[config.mk]
export PLATFORM = sky130hd
export DESIGN_NAME = hazard_forward_unit
export DESIGN_NICKNAME = d
export VERILOG_FILES = /design/src/rtl/hazard_forward_unit.sv
export SDC_FILE = /design/constraint.sdc
export NUM_CORES = 1
export LEC_CHECK = 0
export BUFFER_PORTS_ARGS = -buffer_cell sky130_fd_sc_hd__buf_2
export CORE_AREA = 4 4 72 74
export CTS_BUF_LIST = sky130_fd_sc_hd__clkbuf_8
export DETAILED_ROUTE_END_ITERATION = 7
export DIE_AREA = 0 0 76 78
export GPL_ROUTABILITY_DRIVEN = 1
export PLACE_DENSITY = 0.77
export SYNTH_ARGS = -nofsm -noshare
export SYNTH_HDL_FRONTEND = slang
export SYNTH_SLANG_ARGS = --single-unit
[constraint.sdc]
create_clock -name clk -period 10.79 [get_ports clk]
set_input_delay 2.158 -clock clk [delete_from_list [all_inputs] [get_ports clk]]
set_output_delay 2.158 -clock clk [all_outputs]
set_load 0.1 [all_outputs]
[src/rtl/hazard_forward_unit.sv]
// Tnew/Tuse hazard and forwarding controller: shadow scoreboard of in-flight
// destinations, D-stage stall, D/E operand forward selects and MDU busy window.
module hazard_forward_unit #(
    parameter int NSTAGE  = 3,
    parameter int AW      = 5,
    parameter int TW      = 3,
    parameter int MUL_LAT = 5,
    parameter int DIV_LAT = 10,
    localparam int SELW   = $clog2(NSTAGE + 1)
) (
    input  logic            clk,
    input  logic            reset,
    input  logic [AW-1:0]   d_rs,
    input  logic [AW-1:0]   d_rt,
    input  logic            d_rs_used,
    input  logic            d_rt_used,
    input  logic [TW-1:0]   d_rs_tuse,
    input  logic [TW-1:0]   d_rt_tuse,
    input  logic            d_wr_en,
    input  logic [AW-1:0]   d_wr_addr,
    input  logic [TW-1:0]   d_tnew,
    input  logic            d_mdu_use,
    input  logic            d_mdu_start,
    input  logic            d_mdu_is_div,
    output logic            stall,
    output logic [SELW-1:0] d_fwd_rs,
    output logic [SELW-1:0] d_fwd_rt,
    output logic [SELW-1:0] e_fwd_rs,
    output logic [SELW-1:0] e_fwd_rt,
    output logic            mdu_busy
);

    localparam int MAXLAT = (DIV_LAT > MUL_LAT) ? DIV_LAT : MUL_LAT;
    localparam int CW     = $clog2(MAXLAT + 1);

    // Scoreboard entry k shadows the destination of the instruction in stage k.
    logic          sb_valid [1:NSTAGE];
    logic [AW-1:0] sb_addr  [1:NSTAGE];
    logic [TW-1:0] sb_tnew  [1:NSTAGE];

    logic [AW-1:0] e_rs;
    logic [AW-1:0] e_rt;
    logic          e_rs_used;
    logic          e_rt_used;
    logic          e_mdu_start;
    logic          e_mdu_is_div;
    logic [CW-1:0] mdu_cnt;

    logic            rs_hit, rt_hit, e_rs_hit, e_rt_hit;
    logic [SELW-1:0] rs_sel, rt_sel, e_rs_sel, e_rt_sel;
    logic [TW-1:0]   rs_tnew, rt_tnew, e_rs_tnew, e_rt_tnew;
    logic            stall_rs, stall_rt, stall_mdu;

    always_ff @(posedge clk or negedge reset) begin
        if (!reset) begin
            for (int k = 1; k <= NSTAGE; k++) begin
                sb_valid[k] <= 1'b0;
                sb_addr[k]  <= '0;
                sb_tnew[k]  <= '0;
            end
            e_rs         <= '0;
            e_rt         <= '0;
            e_rs_used    <= 1'b0;
            e_rt_used    <= 1'b0;
            e_mdu_start  <= 1'b0;
            e_mdu_is_div <= 1'b0;
            mdu_cnt      <= '0;
        end else begin
            for (int k = 2; k <= NSTAGE; k++) begin
                sb_valid[k] <= sb_valid[k-1];
                sb_addr[k]  <= sb_addr[k-1];
                sb_tnew[k]  <= (sb_tnew[k-1] != '0) ? sb_tnew[k-1] - TW'(1) : '0;
            end
            if (stall) begin
                sb_valid[1]  <= 1'b0;
                sb_addr[1]   <= '0;
                sb_tnew[1]   <= '0;
                e_rs         <= '0;
                e_rt         <= '0;
                e_rs_used    <= 1'b0;
                e_rt_used    <= 1'b0;
                e_mdu_start  <= 1'b0;
                e_mdu_is_div <= 1'b0;
            end else begin
                sb_valid[1]  <= d_wr_en && (d_wr_addr != '0);
                sb_addr[1]   <= d_wr_addr;
                sb_tnew[1]   <= d_tnew;
                e_rs         <= d_rs;
                e_rt         <= d_rt;
                e_rs_used    <= d_rs_used;
                e_rt_used    <= d_rt_used;
                e_mdu_start  <= d_mdu_start;
                e_mdu_is_div <= d_mdu_is_div;
            end
            // The start sits in E for one cycle before the countdown begins.
            if (e_mdu_start)
                mdu_cnt <= e_mdu_is_div ? CW'(DIV_LAT) : CW'(MUL_LAT);
            else if (mdu_cnt != '0)
                mdu_cnt <= mdu_cnt - CW'(1);
        end
    end

    // Scan oldest to youngest so the youngest (lowest k) match wins.
    always_comb begin
        rs_hit    = 1'b0;
        rt_hit    = 1'b0;
        e_rs_hit  = 1'b0;
        e_rt_hit  = 1'b0;
        rs_sel    = '0;
        rt_sel    = '0;
        e_rs_sel  = '0;
        e_rt_sel  = '0;
        rs_tnew   = '0;
        rt_tnew   = '0;
        e_rs_tnew = '0;
        e_rt_tnew = '0;
        for (int k = NSTAGE; k >= 1; k--) begin
            if (sb_valid[k] && (sb_addr[k] == d_rs) && (d_rs != '0)) begin
                rs_hit  = 1'b1;
                rs_sel  = SELW'(k);
                rs_tnew = sb_tnew[k];
            end
            if (sb_valid[k] && (sb_addr[k] == d_rt) && (d_rt != '0)) begin
                rt_hit  = 1'b1;
                rt_sel  = SELW'(k);
                rt_tnew = sb_tnew[k];
            end
        end
        // Stage 1 holds the E instruction itself, so E only looks from stage 2.
        for (int k = NSTAGE; k >= 2; k--) begin
            if (sb_valid[k] && (sb_addr[k] == e_rs) && (e_rs != '0)) begin
                e_rs_hit  = 1'b1;
                e_rs_sel  = SELW'(k);
                e_rs_tnew = sb_tnew[k];
            end
            if (sb_valid[k] && (sb_addr[k] == e_rt) && (e_rt != '0)) begin
                e_rt_hit  = 1'b1;
                e_rt_sel  = SELW'(k);
                e_rt_tnew = sb_tnew[k];
            end
        end
    end

    always_comb begin
        d_fwd_rs  = (rs_hit && (rs_tnew == '0)) ? rs_sel : '0;
        d_fwd_rt  = (rt_hit && (rt_tnew == '0)) ? rt_sel : '0;
        e_fwd_rs  = (e_rs_hit && e_rs_used && (e_rs_tnew == '0)) ? e_rs_sel : '0;
        e_fwd_rt  = (e_rt_hit && e_rt_used && (e_rt_tnew == '0)) ? e_rt_sel : '0;
        mdu_busy  = (mdu_cnt != '0);
        stall_rs  = d_rs_used && rs_hit && (rs_tnew > d_rs_tuse);
        stall_rt  = d_rt_used && rt_hit && (rt_tnew > d_rt_tuse);
        stall_mdu = d_mdu_use && (mdu_busy || e_mdu_start);
        stall     = stall_rs || stall_rt || stall_mdu;
    end

endmodule

* After elaboration in Yosys (flattened, before gate mapping)
Cells that the tools add are included.
** Storage, ports and cells
- Flip-flop bits (word level) :: 45
- Output and inout bits :: 10
** Operators by class
- Add/subtract/negate cells :: 3
- Order comparisons :: 2
- Equal/unequal tests :: 10
- Muxes and demuxes :: 48
- Reduce and logical (&&, ||, !) cells :: 48
** Operators with widths (number)
- equality test 5 bit :: 10
- two-way mux 3 bit :: 13
- logical AND 1 bit :: 32
- two-way mux 2 bit :: 14
- nonzero test 5 bit :: 5
- two-way mux 1 bit :: 15
- two-way mux 5 bit :: 3
- zero test 3 bit :: 4
- two-way mux 4 bit :: 3
- > comparator 3 bit :: 2
- nonzero test 3 bit :: 2
- subtractor 3 x 1 -> 3 bit (second input constant) :: 2
- nonzero test 4 bit :: 1
- subtractor 4 x 1 -> 4 bit (second input constant) :: 1
- logical OR 1 bit :: 3
- nonzero test 2 bit :: 1

* Longest topological paths before layout
Gate-level depths: netlist of run 1.
- Depth after elaboration :: 11
- Gate-level depth with buffers :: 15

* Worst setup path after synthesis of run 1
OpenSTA, ideal clock, no wires.
- Path kind :: input port to output port
- Start :: in d_rt[1]
- End :: out d_fwd_rt[0]
- Arrival :: 8.036 ns
- Setup slack :: 0.596 ns
- Stages :: 6
- Buffers on the path :: 1
- Cells stage by stage :: or4_1 nor2_2 or3_1 clkbuf_1 a31oi_1 a2111oi_0
** Between the ends
- Word-level cells in the longest chain between the ends :: 9
** Ends and longest elaborated chain
- start: declaration :: RTL line 14 : input logic [AW-1:0] d_rt,
- equality test 5 bit :: RTL line 123 : if (sb_valid[k] && (sb_addr[k] == d_rt) && (d_rt != '0)) begin
- logical AND 1 bit (2 in series) :: RTL line 123
- two-way mux 3 bit (3 in series) :: RTL line 123
- zero test 3 bit :: RTL line 146 : d_fwd_rt = (rt_hit && (rt_tnew == '0)) ? rt_sel : '0;
- logical AND 1 bit :: RTL line 146
- two-way mux 2 bit * :: RTL line 146
- end: declaration :: RTL line 27 : output logic [SELW-1:0] d_fwd_rt,
Mark *: on every way between the ends. The rest lies on a longest branch, timed or not.

* Worst setup path after layout of run 1
- Start :: in d_rs[1]
- End :: out stall
** Between the ends
- Word-level cells in the longest chain between the ends :: 10
** Ends and longest elaborated chain
- start: declaration :: RTL line 13 : input logic [AW-1:0] d_rs,
- equality test 5 bit :: RTL line 118 : if (sb_valid[k] && (sb_addr[k] == d_rs) && (d_rs != '0)) begin
- logical AND 1 bit (2 in series) :: RTL line 118
- two-way mux 3 bit or two-way mux 1 bit (tied branches) (3 in series) :: RTL line 118
- > comparator 3 bit or logical AND 1 bit (tied branches) :: RTL line 150 : stall_rs = d_rs_used && rs_hit && (rs_tnew > d_rs_tuse);
- logical AND 1 bit * :: RTL line 150
- logical OR 1 bit * (2 in series) :: RTL line 153 : stall = stall_rs || stall_rt || stall_mdu;
- end: declaration :: RTL line 25 : output logic stall,
Marks and branches as above.

==> impl_metrics.toml, run 1 <==
[synthesis]
syn_area_per_cell_sq_um = 9.59
ys_top_cells_by_area = "dfrtp_1, xnor2_1, xor2_1"
synth_edf_count = 0
syn-cell-area_sq_um = 2620
ys_warn_count = 0
synth_top_area_frac = 0.430
synth_flop_cell = "dfrtp_1"
syn_nets = 317
ys_seq_area_frac = 0.430
ys_ff_latch = 45
synthCells = 273
yosysTopAreaCell = "dfrtp_1"
postSynth.asyncResetShare = 1.00
synthDistinctLibCells = 38

[power]
cellInternalPower_uw = 291
p_total_uw = 445
leakagePower_nw = 1.38
comb_power_share = 0.278
power_switching_uw = 154
ir_drop_mv = 0.125
p_per_area_nw_per_um2 = 151
clkPwrFrac = 0.216
switching_share = 0.346
p_seq_frac = 0.505

[die]
die_h_um = 78
io_pins = 42
chipWidth_um = 76
fp-row-count = 25
die_area_sq_um = 5930
core-area_sq_um = 4600
start_util = 0.569

[placed_design]
routabilityCongestion = 0.869
port_buffers = 41
dp_cells = 363
hpwl_um = 4420
dpl-instance-area_sq_um = 2870
pre_cts_ws_ns = 3.46

[layout]
layout-drive-gt1-share = 0.164
seq_area_sq_um = 1130
final_nets = 360
final_util = 0.643
instances_no_fill = 371
fillers = 402
diodes = 0
fin_area_sq_um = 2960
multiInputGateArea_sq_um = 1390
synthToLayoutAreaGrowth_pct = 13.0

[global_routing]
grt_usage = 0.200
grt_pass1_vias = 2043
grt_max_degree = 46
grt_pass1_wl_um = 9520
overflow = 0
grt_antenna_before_repair = 0

[worst_setup_path]
criticalPathCategory = "input pin to output port"
crit_arrival_ns = 5.17
worstSetupStartpointType = "input pin"
critPathLaunch = "d_rs[1]"
r2r-start = "sb_addr[3]"
crit_required_ns = 8.63
path_max_fanout = 22
crit_path_end_kind = "output port"

[sta]
max_freq_ghz = 0.136
period_share = 0.679
skew_ns = 0.00652
hold_slack_ns = 0.419
fin_crit_ns = 7.33
slew_headroom = 0.350
finalHoldViolCount = 0
fin_tns_setup_ns = 0
setup_slack_ns = 3.46
rsz0062_at_grt = "false"
drv_slew = 0
worst_pin_slew_ns = 0.975
setup_viol = 0

[clocking]
root_buffer = "clkbuf_8"
cts_tree = "built"
holdBufCountCts = 0
clock_path_buffers = 2
htree_num_levels = 2
insertion_delay_ns = 0.30
cts.sinks = 45
cts_setup_buffers = 0
cts_buffers = 5
clkSlewWorstSetupHoldPaths_ns = 0.08
ctsResizeCount = 0

[drt]
drtIter0Drc = 73
drt_first_pass_iters = 4
avgRoutedWirePerCell_um = 15.3
num_vias = 2060
routed_wl_um = 5670
drc = 0
vias_per_cell = 5.55
ant_nets = 0

[outcome]
status = "complete, no violations"

[run]
cap_violations = 0

[hold_path]
worst_hold_path_type = "flop to flop"
min_from = "sb_valid[2]"
[per-layer routing]
metal,vias up,GRT usage,part of all wire
met3,16,0.0441,0.052
met5,-,0,0
met2,56,0.333,0.49
met4,0,0.0925,0.025
li1,1007,-,-
met1,981,0.246,0.43
[worst paths after layout]
kind                               end  slack [ns]  cells past startpoint
setup / recovery                 stall        3.46                     15
hold / removal             sb_valid[1]        0.42                      0
setup reg to reg           sb_valid[2]        7.54                     14
hold reg to reg            sb_valid[1]        0.42                      0
max in group asynchronous   sb_tnew[5]        8.17                      1
min in group asynchronous  sb_valid[1]        2.02                      1
[final cells by class]
type | instances | area share
Multi-Input combinational cell | 202 | 0.471
Timing Repair Buffer | 42 | 0.0719
Clock buffer | 5 | 0.0233
Inverter | 20 | 0.0254
Sequential cell | 45 | 0.381
Tap cell | 54 | 0.0229
Clock inverter | 3 | 0.00508
[power by group through the flow]
stage          registers (mW)  logic, mW  clock network, mW
2_1_floorplan           0.217     0.0997                  0
3_3_place_gp            0.227      0.121                  0
3_5_place_dp            0.228      0.125                  0
4_1_cts                 0.224      0.125             0.0995
5_1_grt                 0.228      0.140              0.107
6_report                0.225      0.124             0.0964
[critical path: stages]
cell     delay, ns
buf_2         0.14
xnor2_1       0.17
nand4_1       0.18
nor3_1        0.61
a21oi_1       0.07
a21oi_1       0.31
ha_1          0.30
nor2b_1       0.13
o21ai_0       0.18
a21oi_1       0.10
o31a_1        0.12
nor3_2        0.10
buf_4         0.23
inv_2         0.06
buf_2         0.29
[registers in the layout (all words and copies together) (netlist names)]
signal and cells:
e_mdu_is_div 1, e_mdu_start 1, e_rs 5, e_rs_used 1, e_rt 5, e_rt_used 1
mdu_cnt 4, sb_addr 15, sb_tnew 9, sb_valid 3
[kinds of logic (layout without fill, tap and decap cells)]
kind of cell,after synthesis,after routing,share of synthesized area
buffers and inverters,26,70,0.0382
DFF,45,45,0.430
and+or+nand+nor,107,107,0.224
xor gates and xnor gates,52,52,0.174
adders and majority gates,12,12,0.0574
AOI/OAI and AO/OA,31,31,0.0760
[synthesized netlist by cell type (2+ instances only)]
cell / number
o21ai_0: 7
ha_1: 12
nand2b_1: 2
xnor2_1: 34
dfrtp_1: 45
a21oi_1: 8
or4_1: 3
nand4_1: 7
nor2_1: 22
nand3_1: 8
or3_1: 2
nor4_1: 9
o21a_1: 2
buf_2: 2
nand2_1: 14
clkbuf_1: 4
nor3_1: 6
o31a_1: 2
a31oi_1: 3
nor2b_1: 3
inv_1: 19
xor2_1: 18
a211oi_1: 3
and2_1: 24
[cell usage in the layout, fill, tap and decap left out]
| cell | netlist | routed |
|---|---|---|
| inv_1 | 19 | 21 |
| a31oi_1 | 3 | 3 |
| nor3_1 | 6 | 6 |
| nand3_1 | 8 | 8 |
| nor3_2 | 1 | 1 |
| or3_1 | 2 | 2 |
| ha_1 | 12 | 12 |
| and4b_4 | 1 | 1 |
| a2111oi_0 | 1 | 1 |
| and2_1 | 24 | 24 |
| clkinvlp_4 | 0 | 1 |
| nor2_2 | 1 | 1 |
| nand4bb_1 | 1 | 1 |
| buf_4 | 0 | 1 |
| nor4b_1 | 1 | 1 |
| or4_1 | 3 | 3 |
| dfrtp_1 | 45 | 45 |
| a22oi_1 | 1 | 1 |
| nand2_1 | 14 | 14 |
| o21a_1 | 2 | 2 |
| o31ai_1 | 1 | 1 |
| o31a_1 | 2 | 2 |
| xor2_1 | 18 | 18 |
| a211oi_1 | 3 | 3 |
| inv_2 | 1 | 1 |
| buf_2 | 2 | 41 |
| nor4_1 | 9 | 9 |
| clkbuf_8 | 0 | 5 |
| nand4b_1 | 1 | 1 |
| nor2_1 | 22 | 22 |
| nor2b_1 | 3 | 3 |
| a21o_1 | 1 | 1 |
| and3_1 | 1 | 1 |
| nand2b_1 | 2 | 2 |
| o21ai_0 | 7 | 7 |
| xnor2_1 | 34 | 34 |
| nand4_1 | 7 | 7 |
| a41o_1 | 1 | 1 |
| a21oi_1 | 8 | 8 |
| o2111ai_1 | 1 | 1 |
No activity file was read; power rests on OpenSTA's default activity.
==> run 2, diff against run 1 <==
==> constraint.sdc (replaced) <==
create_clock -name clk -period 7.33 [get_ports clk]
set_input_delay 1.466 -clock clk [delete_from_list [all_inputs] [get_ports clk]]
set_output_delay 1.466 -clock clk [all_outputs]
set_load 0.1 [all_outputs]
==> impl_metrics.toml, run 2 (same netlist as run 1, synthesis figures left out) <==
[outcome]
status = "complete, no violations"

[sta]
worst_pin_slew_ns = 0.962
finalHoldViolCount = 0
max_freq_ghz = 0.167
slew_headroom = 0.359
rsz0062_at_grt = "false"
fin_crit_ns = 5.99
skew_ns = 0.00701
period_share = 0.817
hold_slack_ns = 0.431
setup_slack_ns = 1.34
drv_slew = 0
fin_tns_setup_ns = 0
setup_viol = 0

[clocking]
htree_num_levels = 2
clock_path_buffers = 2
cts_buffers = 5
cts.sinks = 45
holdBufCountCts = 0
insertion_delay_ns = 0.30
ctsResizeCount = 0
cts_tree = "built"
clkSlewWorstSetupHoldPaths_ns = 0.09
cts_setup_buffers = 0
root_buffer = "clkbuf_8"

[worst_setup_path]
r2r_cells = 13
critPathLaunch = "d_rt[4]"
crit_path_frequent_cell = "buf_2"
worstSetupStartpointType = "input pin"
crit_arrival_ns = 4.52
crit-reg2reg-capture = "e_rt[1]"
crit_chain = "buf_2 -> or4_1 -> nor2_2 -> nor4_1 -> nand3_1 -> a31oi_1 -> ha_1 -> nor2b_1 -> o21ai_0 -> a21oi_1 -> o31a_1 -> nor3_2 -> inv_2 -> buf_2"
path_max_fanout = 6
crit_path_end_kind = "output port"
r2r_setup_slack_ns = 3.78
crit_required_ns = 5.86
r2r-start = "sb_addr[0]"
crit_slowest_cell = "nor4_1"
criticalPathCategory = "input pin to output port"
cp_slowest_stage_delay_ns = 0.77

[drt]
routed_wl_um = 5780
ant_nets = 0
avgRoutedWirePerCell_um = 15.6
vias_per_cell = 5.58
drtIter0Drc = 86
drt_first_pass_iters = 4
num_vias = 2069
drc = 0

[power]
p_per_area_nw_per_um2 = 234
comb_power_share = 0.263
leakagePower_nw = 1.39
ir_drop_mv = 0.214
switching_share = 0.334
power_switching_uw = 234
p_total_uw = 699
cellInternalPower_uw = 465
clkPwrFrac = 0.264
p_seq_frac = 0.473

[die]
io_pins = 42
start_util = 0.569
core-area_sq_um = 4600
chipWidth_um = 76
fp-row-count = 25
die_h_um = 78
die_area_sq_um = 5930

[layout]
instances_no_fill = 371
layout-drive-gt1-share = 0.170
fin_area_sq_um = 2990
top_register = "sb_addr"
fillers = 371
final_util = 0.650
reg_top3 = "sb_addr: 15 flops, sb_tnew: 9 flops"
final_common_cell = "dfrtp_1"
most-common-layout-cells = "dfrtp_1, buf_2, xnor2_1"
final_nets = 360
diodes = 0
largest_reg_flops = 15
synthToLayoutAreaGrowth_pct = 14.2

[hold_path]
worst_hold_path_type = "flop to flop"
worstHoldEndpoint = "sb_valid[1]"
hold_depth = 0
min_from = "sb_valid[2]"

[placed_design]
routabilityCongestion = 0.846
dp_cells = 363
port_buffers = 41
hpwl_um = 4470
dpl-instance-area_sq_um = 2880
pre_cts_ws_ns = 1.49

[global_routing]
grt_antenna_before_repair = 0
grt_usage = 0.203
grt_pass1_wl_um = 9670
grt_max_degree = 46
overflow = 0
grt_pass1_vias = 2072

[run]
cap_violations = 0
-- run 2: cell type report --
type / instances / area (sq um) / share of cell area
multi-input combinational: 202 / 1400 / 0.467
sequential: 45 / 1130 / 0.377
timing repair buffer: 42 / 213 / 0.0711
tap: 54 / 67.6 / 0.0226
clock buffer: 5 / 68.8 / 0.0230
clock inverter: 3 / 42.5 / 0.0142
inverter: 20 / 75.1 / 0.0251
-- run 2: worst max path at each step --
stage | to | slack, ns | cells past startpoint
floorplan | d_fwd_rt[1] | 0.26 | 6
global placement | stall | 1.60 | 14
detailed placement | stall | 1.49 | 14
CTS | stall | 1.42 | 14
global route | stall | 1.10 | 15
finish | stall | 1.34 | 14
-- run 2: routing by layer --
| metal | vias up | part of all wire | track usage |
|---|---|---|---|
| met1 | 991 | 0.43 | 0.245 |
| li1 | 1009 | - | - |
| met3 | 9 | 0.048 | 0.0406 |
| met4 | 0 | 0.016 | 0.0569 |
| met2 | 60 | 0.51 | 0.364 |
| met5 | - | 0 | 0 |
-- run 2: power by group through the flow --
stage | sequential [mW] | combinational, mW | clock, mW
floorplan | 0.319 | 0.147 | 0
global placement | 0.334 | 0.179 | 0
detailed placement | 0.334 | 0.185 | 0
CTS | 0.330 | 0.186 | 0.187
global route | 0.336 | 0.206 | 0.199
finish | 0.330 | 0.184 | 0.184
-- run 2: worst max-delay path: cells and delay by family --
| kind | cells | cell delay [ns] |
|---|---|---|
| and+or+nand+nor | 6 | 1.46 |
| AOI/OAI and AO/OA | 4 | 0.76 |
| buffers and inverters | 3 | 0.51 |
| adders and majority gates | 1 | 0.32 |
